`config.mk`:
```
export PLATFORM = sky130hd
export DESIGN_NAME = fp_sgnj_pipe
export DESIGN_NICKNAME = d
export VERILOG_FILES = /design/src/rtl/fp_sgnj_pkg.sv /design/src/rtl/fp_sgnj_core.sv /design/src/rtl/fp_sgnj_pipe.sv
export SDC_FILE = /design/constraint.sdc
export NUM_CORES = 1
export LEC_CHECK = 0
export CORE_ASPECT_RATIO = 0.6
export CORE_MARGIN = 8
export CORE_UTILIZATION = 45
export CTS_CLUSTER_DIAMETER = 100
export DETAILED_ROUTE_END_ITERATION = 6
export PLACE_DENSITY = 0.78
export SETUP_SLACK_MARGIN = 0.1
export SLEW_MARGIN = 20
export SYNTH_ARGS = -nofsm -noshare
export SYNTH_HDL_FRONTEND = slang
export SYNTH_SLANG_ARGS = --single-unit
```
`constraint.sdc`:
```
create_clock -name in_clk -period 5.8 [get_ports in_clk]
set_input_delay 1.16 -clock in_clk [delete_from_list [all_inputs] [get_ports in_clk]]
set_output_delay 1.16 -clock in_clk [all_outputs]
set_load 0.05 [all_outputs]
```
`src/rtl/fp_sgnj_pkg.sv`:
```
// Shared constants and helpers for the floating-point sign-injection unit.
package fp_sgnj_pkg;

    localparam logic [1:0] JNX_SGNJ  = 2'd0;
    localparam logic [1:0] JNX_SGNJN = 2'd1;
    localparam logic [1:0] JNX_SGNJX = 2'd2;
    localparam logic [1:0] JNX_MOVE  = 2'd3;

    localparam logic [31:0] SP_CANON_NAN = 32'h7FC0_0000;
    localparam logic [31:0] NANBOX_HI    = 32'hFFFF_FFFF;

    // Result sign for a given mode; MOVE keeps the sign of A.
    function automatic logic sel_sign(input logic [1:0] mode,
                                      input logic       sign_a,
                                      input logic       sign_b);
        logic s;
        case (mode)
            JNX_SGNJ:  s = sign_b;
            JNX_SGNJN: s = ~sign_b;
            JNX_SGNJX: s = sign_a ^ sign_b;
            default:   s = sign_a;
        endcase
        return s;
    endfunction

endpackage

```
`src/rtl/fp_sgnj_core.sv`:
```
// Combinational sign injection with RISC-V NaN-box checking of SP operands.
module fp_sgnj_core
    import fp_sgnj_pkg::*;
#(
    parameter int unsigned FLEN       = 64,
    parameter int unsigned NANBOX_CHK = 1
) (
    input  logic [FLEN-1:0] a,
    input  logic [FLEN-1:0] b,
    input  logic [1:0]      mode,
    input  logic            fmt,
    output logic [FLEN-1:0] result
);

    localparam bit HAS_DP = (FLEN == 64);
    localparam bit CHK_EN = (NANBOX_CHK != 0) && HAS_DP;

    logic [63:0] a_w;
    logic [63:0] b_w;
    logic [31:0] a_sp;
    logic        b_sp_sign;
    logic        is_dp;
    logic        sign_a;
    logic        sign_b;
    logic        sign_r;
    logic [63:0] res_w;
    logic        unused_b_mag;

    // Only the sign of B matters; its magnitude bits are intentionally dropped.
    assign unused_b_mag = ^b_w[30:0];

    // Unbox, pick the sign, and rebuild the result (FLEN=32 keeps the low word).
    always_comb begin
        a_w    = 64'(a);
        b_w    = 64'(b);
        is_dp  = HAS_DP && fmt;
        a_sp   = (CHK_EN && (a_w[63:32] != NANBOX_HI)) ? SP_CANON_NAN : a_w[31:0];
        b_sp_sign = (CHK_EN && (b_w[63:32] != NANBOX_HI)) ? SP_CANON_NAN[31] : b_w[31];
        sign_a = is_dp ? a_w[63] : a_sp[31];
        sign_b = is_dp ? b_w[63] : b_sp_sign;
        sign_r = sel_sign(mode, sign_a, sign_b);
        res_w  = is_dp ? {sign_r, a_w[62:0]} : {NANBOX_HI, sign_r, a_sp[30:0]};
        result = FLEN'(res_w);
    end

endmodule

```
`src/rtl/fp_sgnj_pipe.sv`:
```
// Pipelined sign-injection unit: core datapath followed by a valid/ready stage chain.
module fp_sgnj_pipe
    import fp_sgnj_pkg::*;
#(
    parameter int unsigned FLEN       = 64,
    parameter int unsigned STAGES     = 2,
    parameter int unsigned TAG_W      = 5,
    parameter int unsigned NANBOX_CHK = 1
) (
    input  logic             in_clk,
    input  logic             in_rst,
    input  logic             in_valid,
    output logic             out_ready_in,
    input  logic [FLEN-1:0]  in_numA,
    input  logic [FLEN-1:0]  in_numB,
    input  logic [1:0]       in_ctrl_jnx,
    input  logic             in_fmt,
    input  logic [TAG_W-1:0] in_tag,
    input  logic             in_flush,
    output logic             out_valid,
    input  logic             in_ready_out,
    output logic [FLEN-1:0]  out_data,
    output logic [TAG_W-1:0] out_tag
);

    logic [FLEN-1:0]                core_res;
    logic [STAGES-1:0]              ready_c;
    logic [STAGES-1:0]              valid_q;
    logic [STAGES-1:0][FLEN-1:0]    data_q;
    logic [STAGES-1:0][TAG_W-1:0]   tag_q;
    logic [STAGES-1:0]              up_valid;
    logic [STAGES-1:0][FLEN-1:0]    up_data;
    logic [STAGES-1:0][TAG_W-1:0]   up_tag;

    fp_sgnj_core #(
        .FLEN       (FLEN),
        .NANBOX_CHK (NANBOX_CHK)
    ) u_core (
        .a      (in_numA),
        .b      (in_numB),
        .mode   (in_ctrl_jnx),
        .fmt    (in_fmt),
        .result (core_res)
    );

    // A stage can load unless it and every stage after it are full and the sink stalls.
    for (genvar i = 0; i < STAGES; i++) begin : g_stage
        assign ready_c[i] = in_ready_out | ~(&valid_q[STAGES-1:i]);
        if (i == 0) begin : g_head
            assign up_valid[i] = in_valid;
            assign up_data[i]  = core_res;
            assign up_tag[i]   = in_tag;
        end else begin : g_body
            assign up_valid[i] = valid_q[i-1];
            assign up_data[i]  = data_q[i-1];
            assign up_tag[i]   = tag_q[i-1];
        end
    end

    // Stage registers: reset clears all, flush kills valids, otherwise shift where ready.
    always_ff @(posedge in_clk or posedge in_rst) begin
        if (in_rst) begin
            valid_q <= '0;
            data_q  <= '0;
            tag_q   <= '0;
        end else if (in_flush) begin
            valid_q <= '0;
        end else begin
            for (int i = 0; i < STAGES; i++) begin
                if (ready_c[i]) begin
                    valid_q[i] <= up_valid[i];
                    data_q[i]  <= up_data[i];
                    tag_q[i]   <= up_tag[i];
                end
            end
        end
    end

    assign out_ready_in = ready_c[0];
    assign out_valid    = valid_q[STAGES-1];
    assign out_data     = data_q[STAGES-1];
    assign out_tag      = tag_q[STAGES-1];

endmodule
```
==> out/results.ini <==
[sta]
relSlewSlack_pct = 29.7
hold_ws_ns = 0.465
fmax_mhz = 253
clock_skew_ns = 0.00863
layout_setup_ws_ns = 1.85
min_period_over_period_pct = 68.1
fin_crit_ns = 3.95
drv_slew = 0
setup_viol = 0
setup_tns_ns = 0
tightest_slew_ns = 1.05
grt_setup_unrepaired = false
hold_violations = 0

[drt]
drc = 0
vias_per_cell = 5.18
dr_total_vias = 4075
dr.first_iter.drc_count = 249
ant_nets = 0
first_pass_iters = 4
drt_wl_total_mm = 15.5
wl_per_cell_um = 19.7

[floorplanning]
die_x_um = 165
initial_core_util_pct = 46.3
die_area_um2 = 17300
coreArea_um2 = 12900
fp-row-count = 32
die_h_um = 105
io_pins = 212

[setup_path]
cpMostUsedCell = clkdlybuf4s50_1
arrival_ns = 2.79
worst-setup-path-type = in2out
slowest_stage = clkdlybuf4s50_1
reg2reg_setup_slack_ns = 3.57
cp_num_buf_inv = 3
path_cells = clkdlybuf4s50_1 -> and3b_1 -> inv_1 -> clkdlybuf4s50_1
critPathCaptureType = primary output
worstSetupStartpointType = input port
required_ns = 4.64
slowest_delay_ns = 0.82
critPathTopFamily = buffers and inverters
path_max_fanout = 5

[run]
drv_cap = 0

[clocking]
postCtsResizedCells = 0
cts_made_buffers = 17
clk-insertion-delay-late_ns = 0.40
hold_buffers = 0
cts_sinks = 140
cts_buffer_depth = 2
cts_root_buf = clkbuf_16
cts_tree = built
cts_max_level = 4
clk_pin_slew_worst_paths_ns = 0.05
post-cts-setup-buffers = 0

[power]
total_power_mw = 2.81
p_leak_nw = 3.38
pwr_density_cell_nw_per_um2 = 355
max-vdd-ir-drop_uv = 189

[global_route]
grt_pass1_wl_mm = 24.9
antenna_found_initial = 0
busiest_layer = met2
met1_usage_pct = 23.8
grt.overflow.total = 0
first_global_vias = 4516
grtUsageMet3_pct = 6.23
grt_max_degree = 100
grtUsageMet2_pct = 28.7
grt_usage_pct = 18.2

[synthesis]
yosysUniqueCellTypes = 30
synth_warnings = 0
synth_edf_count = 0
synth_top_area_cell = dfrtp_1
syn_area_per_cell_um2 = 12.0
synth_cells = 496
synth_area_um2 = 5970
synth_seq_cells = 140
synth_top_area_share_pct = 58.7
post-synth-top-count-cell = dfrtp_1
ys_top_cells_by_area = dfrtp_1 (59%), mux2_2 (13%), buf_4 (8.9%)
synth_ff_type = dfrtp_1
yosys-top-cells-count = dfrtp_1 (140), nand2_1 (80), buf_4 (71)
async_flop_share_pct = 100
yosysSeqAreaShare_pct = 58.7
syn_nets = 637

[run_status]
status = complete, no violations

[final_layout]
num_antenna_cells = 0
multiInputGateArea_um2 = 1830
seqCellArea_um2 = 3500
drive_gt1_share_pct = 17.4
n_fill_cell = 1013
final_util_pct = 61.5
syn2layout_area_growth_pct = 32.8
layout.nets = 746

[min_path]
worstHoldPathType = reg2reg

[placed_design]
dp_hpwl_mm = 11.0
numPortBuffers = 180
pre_cts_ws_ns = 1.85
gp_routability_congestion = 0.784

[power by group]
group	total (mW)	switching, mW	internal (mW)
clock	0.965	0.421	0.544
sequential	1.16	0.0650	1.09
combinational	0.691	0.414	0.276
[sequential cells by signal, indices dropped and copies added (netlist names)]
register and count:
data_q 64, out_data 64, out_tag 5, tag_q 5, valid_q 2
[cell families (layout without fill, tap and decap cells)]
kind of cell	Yosys count	after routing	share of synthesized area, %
muxes	70	70	13.2
AOI/OAI and AO/OA	74	74	8.62
buffers and inverters	96	216	10.9
and+or+nand+nor	116	116	8.56
DFF	140	140	58.7
[worst register-to-register path: stages (launching register included)]
cell and delay (ns):
dfrtp_1 0.36, and3b_1 0.30, or2_2 0.19, buf_4 0.59, o221ai_1 0.23, a2111oi_1 0.35
a21oi_1 0.09
[layout by cell type, fill, tap and decap left out, types with 4 or more instances in the layout]
| master | instances |
|---|---|
| clkdlybuf4s50_1 | 180 |
| dfrtp_1 | 140 |
| nand2_1 | 80 |
| mux2_2 | 69 |
| o21ai_0 | 32 |
| a22o_1 | 22 |
| clkbuf_16 | 17 |
| nand4_1 | 16 |
| o22a_1 | 9 |
| nor2_1 | 6 |
| clkinvlp_4 | 6 |
| nor4_1 | 4 |
[final cells by class]
| class | count | share of cell area [%] |
|---|---|---|
| flip-flops and latches | 140 | 44.2 |
| inverters | 3 | 0.205 |
| well taps | 170 | 2.68 |
| clock inverters | 13 | 1.23 |
| multi-input cells | 260 | 23.1 |
| clock buffers | 17 | 5.37 |
| repair buffers | 183 | 23.2 |
[final timing paths]
check	start	end	cells after the start
max	in_ready_out	out_ready_in	4
min	data_q[39]$_DFFE_PP0P_	data_q[39]$_DFFE_PP0P_	2
max reg2reg	valid_q[1]$_DFFE_PP0P_	data_q[31]$_DFFE_PP0P_	6
min reg2reg	data_q[39]$_DFFE_PP0P_	data_q[39]$_DFFE_PP0P_	2
max in group asynchronous	in_rst	out_data[57]$_DFFE_PP0P_	3
min in group asynchronous	in_rst	out_data[19]$_DFFE_PP0P_	2
[metal layers]
layer	vias to the layer above	wire (µm)
li1	1860	-
met5	-	0
met2	145	7410
met1	2064	6730
met3	6	1280
met4	0	92
[per-stage QoR]
step / std cells / instance area [µm²]
2_1_floorplan: 496 / 5970
3_3_place_gp: 756 / 7390
3_5_place_dp: 756 / 7390
4_1_cts: 786 / 7920
5_1_grt: 786 / 7920
6_report: 786 / 7920
(Power assumes the default switching activity.)
